## src/rtl/stage_seq_if.sv

```systemverilog
// Instruction-memory read port between stage_seq (master) and the memory (slave).
interface stage_seq_if;
  logic        req;
  logic [15:0] addr;
  logic        ack;
  logic [15:0] rdata;

  modport master (output req, addr, input ack, rdata);
  modport slave  (input req, addr, output ack, rdata);
endinterface

```

## src/rtl/stage_seq.sv

```systemverilog
// Multicycle fetch/execute sequencer for the rk16 core: two-halfword fetch, stepped execute stages.
// Optional stall watchdog enabled by defining STAGE_SEQ_WDT_EN.
module stage_seq #(
  parameter int unsigned MAX_STAGE = 15,
  parameter int unsigned WDT_LIMIT = 256
) (
  input  logic               clk,
  input  logic               rst,
  input  logic               run,
  input  logic               halt_req,
  input  logic [15:0]        pc,
  stage_seq_if.master        mem,
  input  logic [3:0]         n_stage,
  input  logic               stall,
  output logic [31:0]        inst,
  output logic [3:0]         stage,
  output logic               inst_valid,
  output logic               pc_step,
  output logic               halted,
  output logic               wdt_err
);

  localparam logic [2:0] StIdle    = 3'd0;
  localparam logic [2:0] StFetchLo = 3'd1;
  localparam logic [2:0] StFetchHi = 3'd2;
  localparam logic [2:0] StExec    = 3'd3;
  localparam logic [2:0] StHalt    = 3'd4;

  if (WDT_LIMIT == 0) begin : g_wdt_limit_chk
    $error("stage_seq: WDT_LIMIT must be nonzero");
  end

  logic [2:0]  state_q, state_d;
  logic [31:0] inst_q, inst_d;
  logic [3:0]  stage_q, stage_d;
  logic [3:0]  last_stage;
  logic        retire;
  logic        wdt_trip;

  // n_stage of 0 behaves as a single-stage instruction
  always_comb begin
    last_stage = (n_stage == 4'd0) ? 4'd0 : n_stage - 4'd1;
    if ({28'd0, last_stage} > MAX_STAGE) begin
      last_stage = MAX_STAGE[3:0];
    end
  end

  assign retire = (state_q == StExec) && !stall && (stage_q == last_stage);

`ifdef STAGE_SEQ_WDT_EN
  localparam int unsigned WdtW = $clog2(WDT_LIMIT + 1);

  logic [WdtW-1:0] wdt_cnt_q, wdt_cnt_d;
  logic            wdt_err_q;

  // Counts consecutive stalled EXEC cycles; any other cycle clears it
  always_comb begin
    wdt_cnt_d = '0;
    wdt_trip  = 1'b0;
    if ((state_q == StExec) && stall) begin
      if (wdt_cnt_q == WdtW'(WDT_LIMIT - 1)) begin
        wdt_trip = 1'b1;
      end else begin
        wdt_cnt_d = wdt_cnt_q + 1'b1;
      end
    end
  end

  always_ff @(posedge clk) begin
    if (rst) begin
      wdt_cnt_q <= '0;
      wdt_err_q <= 1'b0;
    end else begin
      wdt_cnt_q <= wdt_cnt_d;
      if (wdt_trip) begin
        wdt_err_q <= 1'b1;
      end
    end
  end

  assign wdt_err = wdt_err_q;
`else
  assign wdt_trip = 1'b0;
  assign wdt_err  = 1'b0;
`endif

  always_comb begin
    state_d = state_q;
    inst_d  = inst_q;
    stage_d = stage_q;
    case (state_q)
      StIdle: begin
        if (run) begin
          state_d = StFetchLo;
        end
      end
      StFetchLo: begin
        if (mem.ack) begin
          inst_d[15:0] = mem.rdata;
          state_d      = StFetchHi;
        end
      end
      StFetchHi: begin
        if (mem.ack) begin
          inst_d[31:16] = mem.rdata;
          stage_d       = 4'd0;
          state_d       = StExec;
        end
      end
      StExec: begin
        if (wdt_trip) begin
          stage_d = 4'd0;
          state_d = StHalt;
        end else if (retire) begin
          stage_d = 4'd0;
          if (halt_req) begin
            state_d = StHalt;
          end else if (run) begin
            state_d = StFetchLo;
          end else begin
            state_d = StIdle;
          end
        end else if (!stall) begin
          stage_d = stage_q + 4'd1;
        end
      end
      StHalt: begin
        if (!run) begin
          state_d = StIdle;
        end
      end
      default: begin
        state_d = StIdle;
      end
    endcase
  end

  always_ff @(posedge clk) begin
    if (rst) begin
      state_q <= StIdle;
      inst_q  <= '0;
      stage_q <= '0;
    end else begin
      state_q <= state_d;
      inst_q  <= inst_d;
      stage_q <= stage_d;
    end
  end

  // High half lives at pc+1; 16-bit wrap is intended
  assign mem.req  = (state_q == StFetchLo) || (state_q == StFetchHi);
  assign mem.addr = (state_q == StFetchLo) ? pc :
                    (state_q == StFetchHi) ? pc + 16'd1 : 16'd0;

  assign inst       = inst_q;
  assign stage      = stage_q;
  assign inst_valid = (state_q == StExec);
  assign pc_step    = retire;
  assign halted     = (state_q == StHalt);

endmodule
```

## src/flat_wrapper.sv

```systemverilog
// flat-port wrapper written by rule: the top's interface ports become plain ports
module stage_seq_flat 
#(
  parameter int unsigned MAX_STAGE = 15,
  parameter int unsigned WDT_LIMIT = 256
)
  (clk, rst, run, halt_req, pc, n_stage, stall, inst, stage, inst_valid, pc_step, halted, wdt_err, mem_req, mem_addr, mem_ack, mem_rdata);
  stage_seq_if mem_i ();
  input  logic clk;
  input  logic rst;
  input  logic run;
  input  logic halt_req;
  input  logic [15:0] pc;
  input  logic [3:0] n_stage;
  input  logic stall;
  output logic [31:0] inst;
  output logic [3:0] stage;
  output logic inst_valid;
  output logic pc_step;
  output logic halted;
  output logic wdt_err;
  output wire logic [$bits(mem_i.req)-1:0] mem_req;
  output wire logic [$bits(mem_i.addr)-1:0] mem_addr;
  input wire logic [$bits(mem_i.ack)-1:0] mem_ack;
  input wire logic [$bits(mem_i.rdata)-1:0] mem_rdata;
  assign mem_req = mem_i.req;
  assign mem_addr = mem_i.addr;
  assign mem_i.ack = mem_ack;
  assign mem_i.rdata = mem_rdata;
  stage_seq #(.MAX_STAGE(MAX_STAGE), .WDT_LIMIT(WDT_LIMIT)) u_core (.clk(clk), .rst(rst), .run(run), .halt_req(halt_req), .pc(pc), .mem(mem_i), .n_stage(n_stage), .stall(stall), .inst(inst), .stage(stage), .inst_valid(inst_valid), .pc_step(pc_step), .halted(halted), .wdt_err(wdt_err));
endmodule
```

## config.mk

```make
export PLATFORM = sky130hd
export DESIGN_NAME = stage_seq_flat
export DESIGN_NICKNAME = d
export VERILOG_FILES = /design/src/rtl/stage_seq_if.sv /design/src/rtl/stage_seq.sv /design/src/flat_wrapper.sv
export SDC_FILE = /design/constraint.sdc
export NUM_CORES = 1
export LEC_CHECK = 0
export CAP_MARGIN = 0
export CORE_ASPECT_RATIO = 1.1
export CORE_MARGIN = 1.5
export CORE_UTILIZATION = 40
export CTS_BUF_LIST = sky130_fd_sc_hd__clkbuf_2 sky130_fd_sc_hd__clkbuf_4 sky130_fd_sc_hd__clkbuf_8
export DETAILED_ROUTE_END_ITERATION = 7
export GPL_TIMING_DRIVEN = 0
export PLACE_DENSITY = 0.79
export SYNTH_ARGS = -nofsm -noshare
export SYNTH_HDL_FRONTEND = slang
export SYNTH_SLANG_ARGS = --single-unit
```

## constraint.sdc

```tcl
create_clock -name clk -period 1.9 [get_ports clk]
set_clock_uncertainty 0.2 [all_clocks]
set_input_delay 0.38 -clock clk [delete_from_list [all_inputs] [get_ports clk]]
set_output_delay 0.38 -clock clk [all_outputs]
set_load 0.005 [all_outputs]
```

---- After elaboration in Yosys (flattened, before gate mapping) ----
Cells that the tools add are included.
word-level totals
  register bits after elaboration ......... 39
  input port bits ......................... 42
  output and inout port bits .............. 57
  logic and storage cells ................. 44
cells by class
  add/sub/neg operators ................... 3
  eq/ne operators ......................... 11
  multiplexer cells ....................... 15
  reduce and logical (&&, ||, !) cells .... 11
operators with widths
  kind                     number
  $mux W16                 2
  $mux W3                  6
  $add A16 B1 Y16 const B  1
  $mux W4                  4
  $pmux W3 S5              1
  $ne A2 B2 Y1 const B     4
  $pmux W4 S2              1
  $eq A3 B2 Y1 const B     2
  $reduce_and A5 Y1        1
  $add A4 B1 Y4 const B    1
  $eq A4 B4 Y1             1
  $logic_not A4 Y1         1
  $reduce_and A2 Y1        2
  $sub A4 B1 Y4 const B    1
  $eq A3 B1 Y1 const B     1
  $eq A3 B3 Y1 const B     1
  $logic_not A3 Y1         1
  $ne A3 B2 Y1 const B     1
  $reduce_and A3 Y1        1
  $logic_and A1 B1 Y1      2
  $ne A2 B1 Y1 const B     1
  $reduce_bool A2 Y1       1
  $logic_not A1 Y1         1
  $logic_or A1 B1 Y1       1
  $mux W1                  1

---- Logic depth before layout (Yosys ltp) ----
Gate-level depths: netlist of the first run.
  depth in word-level cells ............... 6
  gate-level depth with buffers ........... 8
  mapped depth without buffers ............ 7

---- Worst setup path after synthesis of the first run ----
No wires, ideal clock.
  kind .................................... input port to output port
  start point ............................. input port pc[0]
  end point ............................... output port mem_addr[14]
  arrival time ............................ 1.377 ns
  data required time ...................... 1.320 ns
  slack ................................... -0.057 ns
  cell stages on the path ................. 7
  buffers on the path ..................... 0
  cell sequence ........................... ha_1 -> nand2_1 -> nor2_1 -> and3_1 -> nand3_1 -> xor2_1 -> o21ai_0
on the way
  word-level cells in the longest chain between the ends .. 3
ends and longest elaborated chain
  item             RTL line            text
  from (decl)      flat_wrapper.sv:13  input logic [15:0] pc;
  $add A16 B1 Y16  stage_seq.sv:153    (state_q == StFetchHi) ? pc + 16'd1 : 16'd0;
  $mux W16         stage_seq.sv:153
  $mux W16         stage_seq.sv:152    assign mem.addr = (state_q == StFetchLo) ? pc :
  to (decl)        flat_wrapper.sv:23  output wire logic [$bits(mem_i.addr)-1:0] mem_addr;
No other way between the ends.

---- Final worst setup path of the first run ----
  start point ............................. register u_core.state_q[2]
  end point ............................... output port mem_addr[9]
on the way
  word-level cells in the longest chain between the ends .. 3
  elaborated cells between the ends (all ways) .. 4
ends and longest elaborated chain
  item                    RTL line          text
  from (decl)             stage_seq.sv:33   logic [2:0] state_q, state_d;
  from (signal assigned)  stage_seq.sv:140  state_q <= StIdle;
  from (signal assigned)  stage_seq.sv:144  state_q <= state_d;
  $eq A3 B2 Y1            stage_seq.sv:153
  $mux W16                stage_seq.sv:153
  $mux W16 (*)            stage_seq.sv:152
Every way passes the cells marked *; elsewhere a longest branch is shown, timed or not.

==> results of run 1 <==
flip-flops by register name, summed over array words and instances (netlist names):
name            count
u_core.inst        32
u_core.state_q      3
u_core.stage        4
timing repair:
item / in CTS / in global routing
resized for setup: 212 / 69
cloned: 2 / 0
endpoints found under the hold margin: 0 / 0
setup buffers: 35 / 10
pin swaps: 28 / 30
setup endpoints to repair: 37 / 49
routing by layer:
layer | up-vias | part of all wire (%)
met5 | - | 0
met1 | 1263 | 38
met3 | 21 | 6.1
li1 | 1295 | -
met4 | 0 | 2.6
met2 | 114 | 53
cells in the mapped netlist (2+ instances only):
library cell / number / area [µm²]
dfxtp_1: 39 / 781
nor2_2: 3 / 18.8
inv_1: 5 / 18.8
buf_4: 4 / 30.0
nor3_1: 3 / 15.0
a21oi_1: 41 / 205
and4_1: 2 / 17.5
and3_1: 3 / 18.8
clkbuf_1: 8 / 30.0
mux2i_1: 2 / 20.0
a211oi_1: 2 / 15.0
nor2b_1: 3 / 18.8
ha_1: 2 / 25.0
and2_1: 2 / 12.5
xor2_1: 3 / 26.3
nand3_1: 7 / 35.0
nand3b_1: 3 / 22.5
a31oi_1: 4 / 25.0
nand4_1: 6 / 37.5
nor2_1: 17 / 63.8
o31ai_1: 3 / 22.5
o21ai_0: 27 / 135
nand2_1: 84 / 315
logic make-up after synthesis:
logic type | count (synthesis)
DFF | 39
adders and majority gates | 2
AOI/OAI and AO/OA | 85
and+or+nand+nor | 138
muxes | 3
other | 1
xor gates and xnor gates | 3
buffers and inverters | 21
through the flow:
step,utilization [%],hold WS (ns),TNS [ns]
global route,75.3,0.269,-4.36
CTS,71.6,0.256,-3.47
floorplan,-,0.253,-0.000685
global placement,62.2,0.242,-21.59
detailed placement,62.2,0.246,-22.58
finish,75.3,0.252,-3.20
worst max path at each step:
stage                       from           end  cells after the start
2_1_floorplan              pc[3]  mem_addr[15]                      6
3_3_place_gp               pc[4]  mem_addr[15]                      8
3_5_place_dp               pc[4]  mem_addr[15]                      8
4_1_cts                    pc[3]  mem_addr[15]                      9
5_1_grt                    pc[3]  mem_addr[15]                      9
6_report       u_core.state_q[2]   mem_addr[9]                      6
cell type report:
| class | count | area, µm² |
|---|---|---|
| multi-input cells | 232 | 1450 |
| fillers | 382 | 1240 |
| repair buffers | 141 | 1220 |
| flip-flops and latches | 39 | 802 |
| plain buffers | 14 | 134 |
| clock buffers | 7 | 83.8 |
| well taps | 58 | 72.6 |
| inverters | 5 | 21.3 |
| clock inverters | 1 | 5.00 |
power breakdown:
group	internal, mW	total (mW)	switching [mW]
combinational	0.977	1.80	0.826
clock	0.286	0.552	0.266
sequential	0.915	0.996	0.0807
critical path: stages (launching register included):
cell and delay, ns:
dfxtp_4 0.39, nor3b_4 0.23, clkbuf_8 0.19, buf_6 0.12
nand4_1 0.08, o21ai_1 0.14, buf_2 0.14
==> run_results.csv, run 1 <==
group,metric,value,unit
clock_network,cts_buffer_depth,2,
clock_network,clk_pin_slew_worst_paths,0.07,ns
clock_network,holdBufCountCts,0,
yosys,async_flop_share,0,%
sta,final-hold-violation-count,0,
power_and_ir_drop,total_power,3.35,mW
hold_path,hold_path.startpoint,"u_core.inst[29]",
sta,setup_viol,17,
sta,min_period_over_period,113,%
setup_path,r2r_setup_slack,0.09,ns
layout,syn2layout_area_growth,80.9,%
floorplan,core-area,0.00503,mm²
setup_path,critPathKind,"reg2out",
drt,drc_errors,0,
global_route,grt_max_degree,12,
drt,avgViaCountPerCell,5.42,
clock_network,h-tree-depth,2,
yosys,synth_edf_count,0,
sta,rsz0062_at_grt,"true",
yosys,synth_cells,292,
floorplan,initial_core_util,41.6,%
floorplan,io_pins,99,
floorplan,chipHeight,78.9,µm
global_route,antenna_found_initial,0,
placed_design,dp_worst_setup_slack,-1.26,ns
hold_path,hp-class,"reg2reg",
yosys,synth_cell_types,42,
floorplan,die_x,72.0,µm
floorplan,dieArea,0.00568,mm²
setup_path,worstSetupStartpointType,"flop",
hold_path,holdPathStages,2,
placed_design,placed_cells,446,
global_route,top_usage_layer,"met2",
status,violations,"negative setup slack",
placed_design,placed_area,0.00313,mm²
sta,fin_ws,-0.255,ns
yosys,synth_xor_area_share,1.25,%
sta,timing.fmax,464,MHz
drt,first_iter_violations,129,
yosys,syn_area_per_cell,7.18,µm²
layout,final_cell_mix,"78 x nand2_1, 59 x clkdlybuf4s50_1, 41 x buf_4",
sta,worstMarginPinSlew,0.536,ns
layout,stdcell_area,0.00379,mm²
yosys,dominantRegCellSynth,"dfxtp_1",
power_and_ir_drop,power_density,884,mW/mm²
layout,layout_commonest_cell,"nand2_1",
yosys,syn_area,0.00210,mm²
placed_design,place_congestion,0.798,
yosys,syn-num-nets,336,
global_route,use_met3,6.85,%
drt,ant_nets,0,
sta,relSlewSlack,64.3,%
global_route,grt_remaining_overflow,0,
drt,via_count,2693,
sta,final-max-slew-violation-count,0,
power_and_ir_drop,irDropWorstVdd,604,µV
clock_network,cts_root_buffer,"clkbuf_8",
flow_run,max_cap_viol_count,0,
global_route,use_met2,46.9,%
clock_network,cts_tree,"yes",
yosys,synth-compound-area-share,23.5,%
yosys,synthAdderAreaFrac,1.19,%
drt,drt_first_pass_iters,5,
setup_path,arrival,1.58,ns
placed_design,portBuffers,96,
layout,drive_above_1_share,36.2,%
sta,fin_crit,2.16,ns
global_route,grt_util_all_layers,25.3,%
yosys,yosys_warnings,0,
power_and_ir_drop,p_leak,1.49,nW
yosys,synth-seq-cells,39,
setup_path,reg2reg_depth,9,
status,status,"complete, but fails checks",
clock_network,cts_sinks,39,
layout,stdcell_count,497,
setup_path,crit_path_end_kind,"output pin",
drt,routedWlPerCell,15.0,µm
clock_network,cts_made_buffers,5,
setup_path,r2r_start,"u_core.state_q[1]",
setup_path,required,1.32,ns
layout,final_nets,482,
global_route,grt_pass1_wl,11600,µm
setup_path,rr_endpoint,"u_core.inst[13]",
yosys,synth_top_family_by_area,"simple AND/OR/NAND/NOR gates",
global_route,met1_usage,26.2,%
placed_design,dp_hpwl,4590,µm
clock_network,clock_latency,0.28,ns
setup_path,crit_fanout,6,
yosys,muxShareOfSynthArea,1.49,%
layout,diodes,0,
drt,drt_wl_total,7460,µm
yosys,synth_seq_area_share,37.3,%
hold_path,holdPathEnd,"u_core.inst[29]",
global_route,grt_pass1_vias,2685,
yosys,synth_simple_gate_area_share,29.9,%
floorplan,rows,27,
Note: power is estimated with default switching activity, not from simulation.
==> run 2, diff against run 1 <==
- ABC_AREA: unset -> 1
- PLACE_DENSITY: 0.79 -> 0.77
==> run 2 against run 1 <==
Compared with the run above:
- the flow still finishes with violations (negative setup slack)
- final area increased by 1.3%
- first-iteration DRC count decreased by 40%
- worst setup slack better by 0.059 ns
- die area increased by 4.6%
- sequential power is 11% higher
- critical endpoint is now mem_addr[12]
==> run_results.csv, run 2 <==
group,metric,value,unit
yosys,yosysMostFrequentCell,"nand2_1",
layout,final_nets,512,
yosys,synth_area_leader_cell,"dfxtp_1",
setup_path,critical-path-slowest-cell,"nor3_4",
global_route,antenna_found_initial,0,
drt,first_iter_violations,77,
clock_network,cts_sinks,39,
drt,routedWlPerCell,13.9,µm
yosys,synth-seq-cells,39,
drt,drc_errors,0,
yosys,synth_seq_area_share,35.6,%
sta,setup_viol,17,
global_route,grt_remaining_overflow,0,
layout,final_cell_mix,"56 x clkdlybuf4s50_1, 54 x nand2_1, 45 x nor2_1",
hold_path,holdPathStages,2,
layout,largest_reg_flops,32,
power_and_ir_drop,p_int,2.38,mW
drt,drt_first_pass_iters,4,
setup_path,crit_path_end_kind,"output pin",
setup_path,arrival,1.52,ns
hold_path,holdPathEnd,"u_core.inst[16]",
clock_network,cts_made_buffers,5,
power_and_ir_drop,irDropWorstVdd,617,µV
setup_path,required,1.32,ns
setup_path,cp_cell_sequence,"buf_6, nand2_4, buf_4, nor3_4, nand2_2, nor2_4, nand2_1, a32oi_1, buf_2",
global_route,grt_max_degree,14,
sta,fin_ws,-0.196,ns
yosys,muxShareOfSynthArea,0.456,%
yosys,synth_area_leaders,"dfxtp_1 36%, nand2_1 11%, nor2_1 9.1%, o21ai_0 7.3%, nand3_1 6.2%",
placed_design,place_congestion,0.902,
yosys,dominantRegCellSynth,"dfxtp_1",
drt,ant_nets,0,
power_and_ir_drop,seqPwrFrac,29.2,%
layout,stdcell_count,544,
yosys,synth_xor_area_share,1.99,%
yosys,syn_area_per_cell,6.63,µm²
setup_path,r2r_start,"u_core.state_q[2]",
sta,fin_crit,2.10,ns
clock_network,cts_tree,"yes",
layout,drive_above_1_share,32.4,%
placed_design,dp_worst_setup_slack,-1.17,ns
setup_path,reg2reg_depth,10,
sta,final-max-slew-violation-count,0,
yosys,yosys_warnings,0,
status,status,"complete, but fails checks",
setup_path,r2r_setup_slack,0.08,ns
clock_network,h-tree-depth,2,
placed_design,dp_hpwl,4890,µm
clock_network,clock_latency,0.29,ns
yosys,synth_top_family_by_area,"simple AND/OR/NAND/NOR gates",
setup_path,worstSetupStartpointType,"primary input",
yosys,syn-num-nets,375,
floorplan,dieArea,0.00594,mm²
clock_network,cts_root_buffer,"clkbuf_8",
yosys,synth_cell_types,36,
yosys,syn_area,0.00220,mm²
floorplan,rows,28,
sta,setup_tns,-1.63,ns
yosys,synth_simple_gate_area_share,34.4,%
layout,layout_commonest_cell,"clkdlybuf4s50_1",
power_and_ir_drop,total_power,3.80,mW
floorplan,core-area,0.00533,mm²
layout,syn2layout_area_growth,74.9,%
yosys,synth_cells,331,
setup_path,crit_path_start,"pc[6]",
setup_path,critPathKind,"in2out",
sta,rsz0062_at_grt,"true",
yosys,synthAdderAreaFrac,1.14,%
setup_path,rr_endpoint,"u_core.stage[3]",
yosys,ys_top_cells_by_count,"66 x nand2_1, 53 x nor2_1, 39 x dfxtp_1",
layout,diodes,0,
status,violations,"negative setup slack",
floorplan,io_pins,99,
power_and_ir_drop,sw_frac_of_total,37.4,%
setup_path,crit_fanout,4,
clock_network,cts_buffer_depth,2,
drt,via_count,2739,
yosys,async_flop_share,0,%
sta,min_period_over_period,110,%
flow_run,max_cap_viol_count,0,
sta,final-hold-violation-count,0,
yosys,synth-compound-area-share,16.9,%
placed_design,placed_cells,502,
yosys,netlist.area_leader.share,35.6,%
placed_design,portBuffers,96,
yosys,synth_edf_count,0,
power_and_ir_drop,switchingPower,1.42,mW
global_route,grt_util_all_layers,24.5,%
clock_network,holdBufCountCts,0,
power_and_ir_drop,p_leak,1.70,nW
drt,avgViaCountPerCell,5.03,
sta,timing.fmax,477,MHz
clock_network,clk_pin_slew_worst_paths,0.08,ns
power_and_ir_drop,power_frac_clock,18.4,%
power_and_ir_drop,power_frac_comb,52.3,%
hold_path,hold_path.startpoint,"u_core.inst[16]",
floorplan,die_x,73.6,µm
global_route,grt_pass1_wl,11500,µm
floorplan,initial_core_util,41.2,%
hold_path,hp-class,"reg2reg",
power_and_ir_drop,power_density,989,mW/mm²
floorplan,chipHeight,80.7,µm
drt,drt_wl_total,7540,µm
setup_path,max_stage_delay,0.22,ns
global_route,grt_pass1_vias,2527,
## run 2: changes by cell type in the layout (fill, tap and decap cells not counted), moves of 5 or more
| cell | change |
|---|---|
| a21oi_1 | -14 |
| buf_4 | -14 |
| clkbuf_4 | -5 |
| inv_1 | +20 |
| inv_2 | +7 |
| nand2_1 | -24 |
| nand2_2 | +7 |
| nand3_1 | +21 |
| nand4_1 | -5 |
| nor2_1 | +32 |
| o21ai_0 | +17 |
| o21ai_2 | -8 |
## run 2: layout make-up
| cell class | count | area [µm²] |
|---|---|---|
| Buffer | 12 | 80.1 |
| Clock buffer | 5 | 68.8 |
| Clock inverter | 3 | 43.8 |
| Fill cell | 423 | 1480 |
| Inverter | 38 | 165 |
| Multi-Input combinational cell | 242 | 1430 |
| Sequential cell | 39 | 795 |
| Tap cell | 75 | 93.8 |
| Timing Repair Buffer | 130 | 1170 |
## run 2: worst max-delay path by stage
stage,end,slack (ns)
3_3_place_gp,mem_addr[12],-1.13
4_1_cts,mem_addr[12],-0.18
6_report,mem_addr[12],-0.20
5_1_grt,mem_addr[12],-0.23
3_5_place_dp,mem_addr[12],-1.17
2_1_floorplan,mem_addr[12],0.03
## run 2: worst max-delay path, delay by kind of cell
family	cells	cell delay [ns]
AO/OA/AOI/OAI	1	0.18
buffers and inverters	3	0.38
AND/OR/NAND/NOR	5	0.58
## run 2: routing by layer
metal / up-vias / routed length, µm / track usage [%]
li1: 1352 / - / -
met1: 1276 / 3090 / 27.8
met2: 89 / 3810 / 43.4
met3: 22 / 416 / 5.65
met4: 0 / 227 / 10.4
met5: - / 0 / 0
## run 2: power groups by stage
stage | sequential [mW] | clock (mW) | combinational (mW)
2_1_floorplan | 1.09 | 0 | 0.784
3_3_place_gp | 1.09 | 0 | 1.60
3_5_place_dp | 1.09 | 0 | 1.62
4_1_cts | 1.11 | 0.709 | 1.74
5_1_grt | 1.13 | 0.744 | 2.16
6_report | 1.11 | 0.700 | 1.99
## run 2: timing repair
| item | 4_1_cts | 5_1_grt |
|---|---|---|
| gates resized for setup | 206 | 44 |
| endpoints found under the setup margin | 20 | 27 |
| setup buffers | 20 | 13 |
| cloned | 1 | 0 |
| pin swaps | 31 | 30 |
## run 2: cells by family after synthesis
family | Yosys count
and+or+nand+nor | 166
AOI/OAI and AO/OA | 67
buffers and inverters | 50
DFF | 39
xor gates and xnor gates | 5
adders and majority gates | 2
other | 1
muxes | 1
## run 2: through the flow
step	hold WS, ns	cell area, µm²	util [%]
global placement	0.247	3250	61.0
detailed placement	0.255	3250	61.0
finish	0.267	3840	72.1
CTS	0.269	3630	68.2
floorplan	0.256	2200	-
global route	0.291	3840	72.1
